## src/rtl/fpu_pre_norm_align.sv

```systemverilog
// -----------------------------------------------------------------------------
// fpu_pre_norm_align
//
// Pre-normalisation stage of the floating-point add/sub datapath. It sits
// between operand decode and the significand adder.
//
//   * Classifies both operands (NaN, Inf, zero, subnormal, normal).
//   * Resolves all special cases up front and reports them on exception_o
//     together with the final IEEE-754 result on exception_value_o.
//   * For ordinary operands, orders them by magnitude, selects the common
//     (larger) exponent, and right-aligns the smaller significand with
//     guard/round/sticky bits.
//
// Pipeline: two register stages (S1 classify/order, S2 align), latency of
// two cycles, one beat per cycle, skid-free valid/ready on both sides.
//
// Ports
//   clk_i, rst_ni          clock, asynchronous active-low reset
//   in_valid_i/in_ready_o  upstream handshake
//   op_a_i, op_b_i         IEEE operands, W = 1+EXP_W+MAN_W bits
//   fpu_op_i               00 ADD, 01 SUB, 1x illegal
//   out_valid_o/out_ready_i downstream handshake
//   swap_o                 1 when B had the larger magnitude
//   sign_a_o, sign_b_o     effective signs of larger / smaller operand
//   exp_o                  common exponent (effective exponent of larger)
//   man_a_o                larger significand {hidden, man, 3'b000}
//   man_b_o                smaller significand aligned, LSB carries sticky
//   exception_o            special-case code (000 = ordinary operation)
//   exception_value_o      final result when exception_o != 000, else 0
// -----------------------------------------------------------------------------
module fpu_pre_norm_align #(
    parameter int EXP_W = 8,
    parameter int MAN_W = 23
) (
    input  logic                   clk_i,
    input  logic                   rst_ni,

    input  logic                   in_valid_i,
    output logic                   in_ready_o,
    input  logic [EXP_W+MAN_W:0]   op_a_i,
    input  logic [EXP_W+MAN_W:0]   op_b_i,
    input  logic [1:0]             fpu_op_i,

    output logic                   out_valid_o,
    input  logic                   out_ready_i,
    output logic                   swap_o,
    output logic                   sign_a_o,
    output logic                   sign_b_o,
    output logic [EXP_W-1:0]       exp_o,
    output logic [MAN_W+3:0]       man_a_o,
    output logic [MAN_W+3:0]       man_b_o,
    output logic [2:0]             exception_o,
    output logic [EXP_W+MAN_W:0]   exception_value_o
);

    localparam int W     = 1 + EXP_W + MAN_W;  // operand width
    localparam int SW    = MAN_W + 4;          // hidden + mantissa + G/R/S
    localparam int SIG_W = MAN_W + 1;          // hidden + mantissa

    typedef enum logic [2:0] {
        EXC_NONE        = 3'b000,
        EXC_PASS_A      = 3'b001,
        EXC_PASS_B      = 3'b010,
        EXC_INF         = 3'b011,
        EXC_NAN_INVALID = 3'b100,
        EXC_ILLEGAL_OP  = 3'b101,
        EXC_ZERO        = 3'b110
    } exc_e;

    localparam logic [EXP_W-1:0] EXP_ONES   = '1;
    localparam logic [EXP_W-1:0] EXP_ONE    = EXP_W'(1);
    localparam logic [MAN_W-1:0] QUIET_BIT  = {1'b1, {(MAN_W-1){1'b0}}};
    localparam logic [W-1:0]     CANON_QNAN = {1'b0, EXP_ONES, QUIET_BIT};

    // -------------------------------------------------------------------------
    // Handshake: a stage advances when it is empty or its successor advances.
    // -------------------------------------------------------------------------
    logic v1_q, v2_q;
    logic adv1, adv2;

    assign adv2       = !v2_q || out_ready_i;
    assign adv1       = !v1_q || adv2;
    assign in_ready_o = adv1;

    // -------------------------------------------------------------------------
    // Stage 0 (combinational): field extraction and classification
    // -------------------------------------------------------------------------
    logic             sign_a, sign_b;      // sign_b is the effective sign
    logic [EXP_W-1:0] exp_a, exp_b;
    logic [MAN_W-1:0] man_a, man_b;

    assign sign_a = op_a_i[W-1];
    // Subtraction is folded into an addition with B's sign inverted, so every
    // later rule (Inf-Inf, signed zero, ordering) only ever sees addition.
    assign sign_b = op_b_i[W-1] ^ (fpu_op_i == 2'b01);
    assign exp_a  = op_a_i[W-2 -: EXP_W];
    assign exp_b  = op_b_i[W-2 -: EXP_W];
    assign man_a  = op_a_i[MAN_W-1:0];
    assign man_b  = op_b_i[MAN_W-1:0];

    logic a_exp_max, a_exp_zero, a_man_zero;
    logic b_exp_max, b_exp_zero, b_man_zero;
    logic a_nan, a_inf, a_zero;
    logic b_nan, b_inf, b_zero;

    assign a_exp_max  = (exp_a == EXP_ONES);
    assign a_exp_zero = (exp_a == '0);
    assign a_man_zero = (man_a == '0);
    assign b_exp_max  = (exp_b == EXP_ONES);
    assign b_exp_zero = (exp_b == '0);
    assign b_man_zero = (man_b == '0);

    assign a_nan  = a_exp_max  && !a_man_zero;
    assign a_inf  = a_exp_max  &&  a_man_zero;
    assign a_zero = a_exp_zero &&  a_man_zero;
    assign b_nan  = b_exp_max  && !b_man_zero;
    assign b_inf  = b_exp_max  &&  b_man_zero;
    assign b_zero = b_exp_zero &&  b_man_zero;

    // Subnormals share the scale of exponent 1 but have no hidden bit.
    logic [EXP_W-1:0] a_exp_eff, b_exp_eff;
    logic [SIG_W-1:0] sig_a, sig_b;
    logic             b_larger;

    assign a_exp_eff = a_exp_zero ? EXP_ONE : exp_a;
    assign b_exp_eff = b_exp_zero ? EXP_ONE : exp_b;
    assign sig_a     = {!a_exp_zero, man_a};
    assign sig_b     = {!b_exp_zero, man_b};

    // Ties keep A as the larger operand so equal magnitudes never swap.
    assign b_larger = (b_exp_eff > a_exp_eff) ||
                      ((b_exp_eff == a_exp_eff) && (sig_b > sig_a));

    exc_e             exc_d;
    logic [W-1:0]     exc_val_d;
    logic             swap_d, sign_l_d, sign_s_d;
    logic [EXP_W-1:0] exp_l_d, exp_s, diff_d;
    logic [SIG_W-1:0] sig_l_d, sig_s_d;

    // NOTE: every always_comb output gets a default before any branch;
    // a path that leaves one unassigned would infer a latch.
    always_comb begin
        exc_d     = EXC_NONE;
        exc_val_d = '0;
        swap_d    = 1'b0;
        sign_l_d  = 1'b0;
        sign_s_d  = 1'b0;
        exp_l_d   = '0;
        exp_s     = '0;
        sig_l_d   = '0;
        sig_s_d   = '0;

        // Priority chain: first matching rule wins.
        if (fpu_op_i[1]) begin
            exc_d = EXC_ILLEGAL_OP;
        end else if (a_nan) begin
            exc_d     = EXC_PASS_A;
            exc_val_d = {sign_a, exp_a, man_a | QUIET_BIT};
        end else if (b_nan) begin
            // A propagated NaN keeps its stored sign, not the SUB-flipped one.
            exc_d     = EXC_PASS_B;
            exc_val_d = {op_b_i[W-1], exp_b, man_b | QUIET_BIT};
        end else if (a_inf && b_inf && (sign_a != sign_b)) begin
            exc_d     = EXC_NAN_INVALID;
            exc_val_d = CANON_QNAN;
        end else if (a_inf) begin
            exc_d     = EXC_INF;
            exc_val_d = {sign_a, exp_a, man_a};
        end else if (b_inf) begin
            exc_d     = EXC_INF;
            exc_val_d = {sign_b, exp_b, man_b};
        end else if (a_zero && b_zero) begin
            // Round-to-nearest: only (-0) + (-0) yields -0.
            exc_d     = EXC_ZERO;
            exc_val_d = {sign_a && sign_b, {(W-1){1'b0}}};
        end else if (a_zero) begin
            exc_d     = EXC_PASS_B;
            exc_val_d = {sign_b, exp_b, man_b};
        end else if (b_zero) begin
            exc_d     = EXC_PASS_A;
            exc_val_d = op_a_i;
        end else if (b_larger) begin
            swap_d   = 1'b1;
            sign_l_d = sign_b;
            sign_s_d = sign_a;
            exp_l_d  = b_exp_eff;
            exp_s    = a_exp_eff;
            sig_l_d  = sig_b;
            sig_s_d  = sig_a;
        end else begin
            sign_l_d = sign_a;
            sign_s_d = sign_b;
            exp_l_d  = a_exp_eff;
            exp_s    = b_exp_eff;
            sig_l_d  = sig_a;
            sig_s_d  = sig_b;
        end
    end

    // Ordering guarantees exp_l_d >= exp_s, so this never wraps; on the
    // exception paths both are zero and the distance is zero.
    assign diff_d = exp_l_d - exp_s;

    // -------------------------------------------------------------------------
    // Stage 1 registers
    // -------------------------------------------------------------------------
    exc_e             exc1_q;
    logic [W-1:0]     exc_val1_q;
    logic             swap1_q, sign_l1_q, sign_s1_q;
    logic [EXP_W-1:0] exp_l1_q, diff1_q;
    logic [SIG_W-1:0] sig_l1_q, sig_s1_q;

    // NOTE: sequential state uses non-blocking assignment so every register
    // samples the pre-edge value of its sources, independent of block order.
    // NOTE: data registers are reset along with the valid flags because the
    // outputs must read zero while reset is asserted, not just be ignored.
    always_ff @(posedge clk_i or negedge rst_ni) begin
        if (!rst_ni) begin
            v1_q       <= 1'b0;
            exc1_q     <= EXC_NONE;
            exc_val1_q <= '0;
            swap1_q    <= 1'b0;
            sign_l1_q  <= 1'b0;
            sign_s1_q  <= 1'b0;
            exp_l1_q   <= '0;
            diff1_q    <= '0;
            sig_l1_q   <= '0;
            sig_s1_q   <= '0;
        end else begin
            if (adv1) begin
                v1_q <= in_valid_i;
            end
            if (adv1 && in_valid_i) begin
                exc1_q     <= exc_d;
                exc_val1_q <= exc_val_d;
                swap1_q    <= swap_d;
                sign_l1_q  <= sign_l_d;
                sign_s1_q  <= sign_s_d;
                exp_l1_q   <= exp_l_d;
                diff1_q    <= diff_d;
                sig_l1_q   <= sig_l_d;
                sig_s1_q   <= sig_s_d;
            end
        end
    end

    // -------------------------------------------------------------------------
    // Stage 1 -> 2 (combinational): align the smaller significand
    // -------------------------------------------------------------------------
    logic [SW-1:0] ext_s;        // smaller significand with G/R/S appended
    logic [SW-1:0] shifted;
    logic [SW-1:0] lost_mask;    // bits that fall off the right end
    logic          sticky;
    logic [SW-1:0] man_b_d;

    assign ext_s = {sig_s1_q, 3'b000};

    always_comb begin
        shifted   = ext_s >> diff1_q;
        lost_mask = ~({SW{1'b1}} << diff1_q);
        sticky    = |(ext_s & lost_mask);
        if (32'(diff1_q) > 32'(SW - 1)) begin
            // Everything is shifted out; only the sticky bit survives.
            man_b_d = {{(SW-1){1'b0}}, |ext_s};
        end else begin
            man_b_d = {shifted[SW-1:1], shifted[0] | sticky};
        end
    end

    // -------------------------------------------------------------------------
    // Stage 2 registers (drive the outputs directly)
    // -------------------------------------------------------------------------
    exc_e             exc2_q;
    logic [W-1:0]     exc_val2_q;
    logic             swap2_q, sign_l2_q, sign_s2_q;
    logic [EXP_W-1:0] exp2_q;
    logic [SW-1:0]    man_a2_q, man_b2_q;

    always_ff @(posedge clk_i or negedge rst_ni) begin
        if (!rst_ni) begin
            v2_q       <= 1'b0;
            exc2_q     <= EXC_NONE;
            exc_val2_q <= '0;
            swap2_q    <= 1'b0;
            sign_l2_q  <= 1'b0;
            sign_s2_q  <= 1'b0;
            exp2_q     <= '0;
            man_a2_q   <= '0;
            man_b2_q   <= '0;
        end else begin
            if (adv2) begin
                v2_q <= v1_q;
            end
            if (adv2 && v1_q) begin
                exc2_q     <= exc1_q;
                exc_val2_q <= exc_val1_q;
                swap2_q    <= swap1_q;
                sign_l2_q  <= sign_l1_q;
                sign_s2_q  <= sign_s1_q;
                exp2_q     <= exp_l1_q;
                man_a2_q   <= {sig_l1_q, 3'b000};
                man_b2_q   <= man_b_d;
            end
        end
    end

    assign out_valid_o       = v2_q;
    assign swap_o            = swap2_q;
    assign sign_a_o          = sign_l2_q;
    assign sign_b_o          = sign_s2_q;
    assign exp_o             = exp2_q;
    assign man_a_o           = man_a2_q;
    assign man_b_o           = man_b2_q;
    assign exception_o       = exc2_q;
    assign exception_value_o = exc_val2_q;

endmodule

```

## config.mk

```make
export PLATFORM = sky130hd
export DESIGN_NAME = fpu_pre_norm_align
export DESIGN_NICKNAME = d
export VERILOG_FILES = /design/src/rtl/fpu_pre_norm_align.sv
export SDC_FILE = /design/constraint.sdc
export NUM_CORES = 1
export LEC_CHECK = 0
export CAP_MARGIN = 20
export CORE_UTILIZATION = 50
export DETAILED_ROUTE_END_ITERATION = 6
export PLACE_DENSITY = 0.74
export SKIP_CTS_REPAIR_TIMING = 1
export SYNTH_ARGS = -nofsm -noshare
export SYNTH_HDL_FRONTEND = slang
export SYNTH_SLANG_ARGS = --single-unit
```

## constraint.sdc

```tcl
create_clock -name clk_i -period 2.4 [get_ports clk_i]
set_input_delay 0.48 -clock clk_i [delete_from_list [all_inputs] [get_ports clk_i]]
set_output_delay 0.48 -clock clk_i [all_outputs]
set_load 0.005 [all_outputs]
```

# Word level (Yosys, flattened, before mapping)
# Index checks and enable logic that the tools add are counted.
dict set report classes {
  addsub 1
  order_cmp 3
  eq_ne 5
  shift 2
  muxes 91
  bitwise 4
  n_reduce_logical 28
}
# cell count
set op_table {}
lappend op_table {{24-bit 2-to-1 mux} 20}
lappend op_table {{32-bit 2-to-1 mux} 9}
lappend op_table {{8-bit 2-to-1 mux} 22}
lappend op_table {{23-bit logical NOT} 2}
lappend op_table {{1-bit 2-to-1 mux} 31}
lappend op_table {{27-bit bitwise AND} 1}
lappend op_table {{27-bit 2-to-1 mux} 1}
lappend op_table {{27-bit inverter} 1}
lappend op_table {{27-bit OR reduction} 1}
lappend op_table {{27-bit by 8-bit << shifter with 27-bit output, first input constant} 1}
lappend op_table {{27-bit by 8-bit right shift with 27-bit output} 1}
lappend op_table {{24-bit > comparator} 1}
lappend op_table {{24-bit OR reduction} 1}
lappend op_table {{3-bit 2-to-1 mux} 7}
lappend op_table {{8-bit equality test, second input constant} 2}
lappend op_table {{8-bit logical NOT} 2}
lappend op_table {{1-bit logical AND} 13}
lappend op_table {{8-bit equality test} 1}
lappend op_table {{8-bit by 5-bit > comparator with 1-bit output, second input constant} 1}
lappend op_table {{8-bit > comparator} 1}
lappend op_table {{8-bit subtractor} 1}
lappend op_table {{1-bit logical NOT} 6}
lappend op_table {{1-bit logical OR} 3}
lappend op_table {{2-bit by 1-bit equality test with 1-bit output, second input constant} 1}
lappend op_table {{4 further kinds} 4}
dict set report totals {
  reg_bits 201
  inputBits 70
  out_inout_bits 102
  word_cells 153
}

# Logic depth before layout (Yosys ltp)
dict set report logic_depth {
  word_depth 16
  mapped_depth 23
  mapped_depth_nobuf 22
}

# Worst setup path before layout
# OpenSTA, ideal clock, no wires.
dict set report synth_timing {
  kind {input to register}
  start {in op_a_i[26]}
  end {reg diff1_q[6]}
  setup_time_ps 136
  arrival_time_ps 4554
  required_time_ps 2264
  path_slack_ps -2290
  stages 23
  path_buffers 2
  path_cell_list {or4_1 > or2_4 > inv_1 > nor2_1 > inv_1 > ha_1 > nand4_1 > or2_2 > a211o_1 > a221oi_1 > a211oi_2 > buf_4 > buf_6 > a211oi_1 > ha_1 > inv_1 > fa_1 > a21o_1 > a21oi_1 > o21bai_1 > a21oi_1 > xor2_1 > o21ai_0}
}
dict set report synth_via {
  elab_chain_len 16
  word_cells_on_any_way 36
  classes_between {add/sub: 1; order compare: 2; eq/ne: 2; mux: 21; reduce/logical: 10}
}
# item line_no
set synth_rtl {}
lappend synth_rtl {{from (decl)} 40} ;# input logic [EXP_W+MAN_W:0] op_a_i,
lappend synth_rtl {{8-bit logical NOT} 107} ;# assign a_exp_zero = (exp_a == '0);
lappend synth_rtl {{1-bit logical NOT or 8-bit 2-to-1 mux (tied branches)} {127, 125}}
lappend synth_rtl {{24-bit > comparator or 8-bit equality test (tied branches)} 132} ;# ((b_exp_eff == a_exp_eff) && (sig_b > sig_a));
lappend synth_rtl {{1-bit logical AND} 132}
lappend synth_rtl {{1-bit logical OR} 131} ;# assign b_larger = (b_exp_eff > a_exp_eff) ||
lappend synth_rtl {{8-bit 2-to-1 mux} 182} ;# end else if (b_larger) begin
lappend synth_rtl {{8-bit 2-to-1 mux} 179} ;# end else if (b_zero) begin
lappend synth_rtl {{8-bit 2-to-1 mux} 176} ;# end else if (a_zero) begin
lappend synth_rtl {{8-bit 2-to-1 mux} 172} ;# end else if (a_zero && b_zero) begin
lappend synth_rtl {{8-bit 2-to-1 mux} 169} ;# end else if (b_inf) begin
lappend synth_rtl {{8-bit 2-to-1 mux} 166} ;# end else if (a_inf) begin
lappend synth_rtl {{8-bit 2-to-1 mux} 163} ;# end else if (a_inf && b_inf && (sign_a != sign_b)) begin
lappend synth_rtl {{8-bit 2-to-1 mux} 159} ;# end else if (b_nan) begin
lappend synth_rtl {{8-bit 2-to-1 mux} 156} ;# end else if (a_nan) begin
lappend synth_rtl {{8-bit 2-to-1 mux} 154} ;# if (fpu_op_i[1]) begin
lappend synth_rtl {{8-bit subtractor (*)} 202} ;# assign diff_d = exp_l_d - exp_s;
lappend synth_rtl {{to (signal assigned)} 240} ;# diff1_q <= diff_d;
lappend synth_rtl {{to (decl)} 210} ;# logic [EXP_W-1:0] exp_l1_q, diff1_q;
# Every way passes the cells marked *; elsewhere a longest branch is shown, timed or not.
# A chain may end at the register's enable or synchronous reset.

# Worst setup path after layout
dict set report layout_timing {
  start {in op_a_i[10]}
  end {reg diff1_q[7]}
}
dict set report layout_via {
  elab_chain_len 14
  word_cells_on_any_way 32
  classes_between {add/sub: 1; order compare: 1; mux: 20; reduce/logical: 10}
}
# item line_no
set layout_rtl {}
lappend layout_rtl {{24-bit > comparator} 132}
lappend layout_rtl {{1-bit logical AND} 132}
lappend layout_rtl {{1-bit logical OR} 131}
lappend layout_rtl {{8-bit 2-to-1 mux} 182}
lappend layout_rtl {{8-bit 2-to-1 mux} 179}
lappend layout_rtl {{8-bit 2-to-1 mux} 176}
lappend layout_rtl {{8-bit 2-to-1 mux} 172}
lappend layout_rtl {{8-bit 2-to-1 mux} 169}
lappend layout_rtl {{8-bit 2-to-1 mux} 166}
lappend layout_rtl {{8-bit 2-to-1 mux} 163}
lappend layout_rtl {{8-bit 2-to-1 mux} 159}
lappend layout_rtl {{8-bit 2-to-1 mux} 156}
lappend layout_rtl {{8-bit 2-to-1 mux} 154}
lappend layout_rtl {{8-bit subtractor (*)} 202}
# Marks and branches as above.

==> results.cfg <==
[clock_network]
cts.path.max_buffers = 3
cts_tree = done
clkLatencyLatePin_ns = 0.52
cts-root-buf = clkbuf_16
h-tree-depth = 1
path_clk_slew_ns = 0.06
clkSinkCount = 201
numCtsBuffers = 23

[min_path]
hp-class = in -> reg
hold_end = exc_val1_q[16]$_DFFE_PN0P_
holdPathStages = 4
hold_start = op_b_i[16]

[floorplan]
die_width_um = 156
io_pins = 172
initial_core_util_pct = 50.8
fp.dieH_um = 156
dieArea_mm2 = 0.0244
core_mm2 = 0.0234
rows = 56

[yosys]
yosysWarnings = 0
syn_avg_cell_area_um2 = 8.78
synth-edff-count = 0
ys.flop_type = dfrtp_1
synth_area_mm2 = 0.0119
synth_cell_types = 74
ys_seq_area_share_pct = 42.3
syn_inst = 1355
ys_ff_latch = 201
async_reset_ff_share_pct = 100

[pwr]
clkPwrFrac_pct = 30.7
p_per_area_mw_per_mm2 = 673
p_int_uw = 7890
swShare_pct = 33.3
p_leak_uw = 0.00824
switchingPower_uw = 3930
power_frac_seq_pct = 34.3
comb_power_share_pct = 35.0
p_total_uw = 11800
ir_drop_mv = 0.446

[setup_path]
cp_max_fo = 6
required_ns = 2.78
rrSetupSlack_ns = 0.09
timing.rr.start = diff1_q[7]$_DFFE_PN0P_
worstSetupStartpointType = primary input
endpoint_kind = flop
ff2ff_path_depth = 10
r2r-end = man_b_o[0]$_DFFE_PN0P_
crit_type = in -> reg
worstPathArrival_ns = 4.74

[finish]
ff_latch_area_mm2 = 0.00503
fill_cells = 1627
syn2layout_area_growth_pct = 47.8
multi_input_area_mm2 = 0.00712
finalNonFillerCells = 2023
final_util_pct = 75.1
post_route_cells_drive_above_1_share_pct = 25.5
fin_nets = 1798

[drt]
routed_via_density = 6.16
wl_per_cell_um = 21.6
drt_wl_total_um = 43700
firstDrtPassIters = 6
num_vias = 12500
ant_nets = 0
drc_errors = 0
first_iter_violations = 1059

[global_routing]
grtUsageTotal_pct = 31.8
antenna_found_initial = 3
grt_first_pass_wirelength_um = 61200
grt_pass1_vias = 11500
overflow = 0
grt_start_max_net_pins = 85

[sta]
clock.fmax_mhz = 229
period_share_pct = 182
fin_ws_ns = -1.96
slew_violations = 0
hold_slack_ns = 0.454
tightestPinTransition_ns = 0.587
rsz0062_at_grt = yes
skew_ns = 0.0153
period_minus_slack_ns = 4.36
finalHoldViolations = 0
slew_headroom_pct = 60.4
setup_viol = 82

[place]
io_buffer_count = 168
place.gp.congestion = 1.01
dp.cells = 1939
dp_hpwl_um = 27500

[job]
drv_cap = 0

[status]
status = finished, violations left
violations = setup timing
==> sequential cells by signal, indices dropped and copies added (netlist names), 3 cells and up <==
| signal | flops |
|---|---|
| diff1_q | 8 |
| exc1_q | 3 |
| exc_val1_q | 32 |
| exception_o | 3 |
| exception_value_o | 32 |
| exp_l1_q | 8 |
| exp_o | 8 |
| man_a_o | 24 |
| man_b_o | 27 |
| sig_l1_q | 24 |
| sig_s1_q | 24 |
==> power by group through the flow <==
stage | clock [uW] | sequential (uW) | combinational [uW]
after CTS | 3660 | 4010 | 3550
after detailed placement | 0 | 4070 | 3530
final | 3630 | 4050 | 4140
after global routing | 3800 | 4090 | 4430
after global placement | 0 | 4060 | 3470
after floorplan | 0 | 4010 | 1890
==> per-layer routing <==
| layer | up-vias | wire length (um) | track usage (%) |
|---|---|---|---|
| li1 | 5473 | - | - |
| met1 | 6094 | 17000 | 42.3 |
| met2 | 686 | 20700 | 50.8 |
| met3 | 199 | 3360 | 5.07 |
| met4 | 0 | 2620 | 14.9 |
| met5 | - | 0 | 0 |
==> layout by cell type, fill, tap and decap left out, types with 16 or more instances in the layout <==
cell type,instances
nor3_1,18
a221oi_2,22
ha_1,38
dfrtp_1,198
mux2i_2,16
clkbuf_16,30
dlymetal6s2s_1,44
nand2_1,370
o21ai_1,77
o21ai_0,61
clkdlybuf4s50_1,118
a21oi_1,39
nand3_1,16
mux4_2,17
mux2i_1,44
buf_4,166
nor2_1,49
buf_6,38
inv_1,37
a22o_1,19
buf_12,21
o221ai_1,25
==> critical path, stage by stage <==
cell and delay [ns]:
clkdlybuf4s50_1 0.50, inv_1 0.07, ha_1 0.31, nand4_1 0.25, nor4_4 0.40, nand3_2 0.15
o221a_4 0.27, a211oi_4 0.42, buf_4 0.20, mux2i_2 0.24, nand2_1 0.09, ha_2 0.19
inv_2 0.07, buf_4 0.11, a21o_1 0.17, a21o_1 0.21, nand3_2 0.11, a31oi_1 0.22
xor2_1 0.17, o21ai_0 0.09
==> metrics by stage <==
step                setup TNS [ns]  instance area (um^2)  setup slack, ns
floorplan                   -53.03                 12000            -1.90
global placement           -137.46                 15200            -2.37
detailed placement         -149.22                 15200            -2.56
CTS                         -95.10                 16000            -2.02
global route                -70.73                 17600            -2.14
finish                      -64.45                 17600            -1.96
==> layout make-up <==
| cell class | count | area share (%) |
|---|---|---|
| Antenna cell | 3 | 0.0427 |
| Inverter | 40 | 0.869 |
| Timing Repair Buffer | 402 | 23.2 |
| Clock inverter | 8 | 0.691 |
| Sequential cell | 201 | 28.7 |
| Multi-Input combinational cell | 1019 | 40.5 |
| Clock buffer | 31 | 3.73 |
| Tap cell | 319 | 2.27 |
==> cells by family after synthesis <==
| logic type | synth area share (%) |
|---|---|
| AO/OA/AOI/OAI | 16.9 |
| other | 0.0315 |
| flip-flops | 42.3 |
| buffers and inverters | 5.29 |
| AND/OR/NAND/NOR | 20.1 |
| adder cells (fa/ha/maj) | 4.46 |
| XOR/XNOR | 0.589 |
| multiplexers | 10.3 |
==> worst max-delay path by stage <==
stage / startpoint / end / slack [ns] / depth (start not counted)
finish: op_a_i[10] / diff1_q[7]$_DFFE_PN0P_ / -1.96 / 20
global route: op_a_i[24] / diff1_q[7]$_DFFE_PN0P_ / -2.14 / 22
CTS: op_a_i[29] / diff1_q[6]$_DFFE_PN0P_ / -2.02 / 20
detailed placement: op_a_i[29] / diff1_q[6]$_DFFE_PN0P_ / -2.56 / 20
global placement: op_a_i[29] / diff1_q[6]$_DFFE_PN0P_ / -2.37 / 20
floorplan: op_a_i[29] / diff1_q[6]$_DFFE_PN0P_ / -1.90 / 23
==> Yosys cell counts, types with 15 or more instances <==
library cell	n	area share [%]
a21oi_1	41	1.7
a221oi_1	24	1.8
a22o_1	19	1.4
clkbuf_1	64	2.0
dfrtp_1	201	42
ha_1	40	4.2
inv_1	39	1.2
mux2i_1	72	6.1
mux4_2	17	3.2
nand2_1	377	12
nand3_1	19	0.80
nand4_1	15	0.79
nor2_1	53	1.7
nor3_1	23	0.97
nor4_1	18	0.95
o21ai_0	91	3.8
o21ai_1	51	2.1
o221ai_1	25	1.8
(Power assumes the default switching activity.)
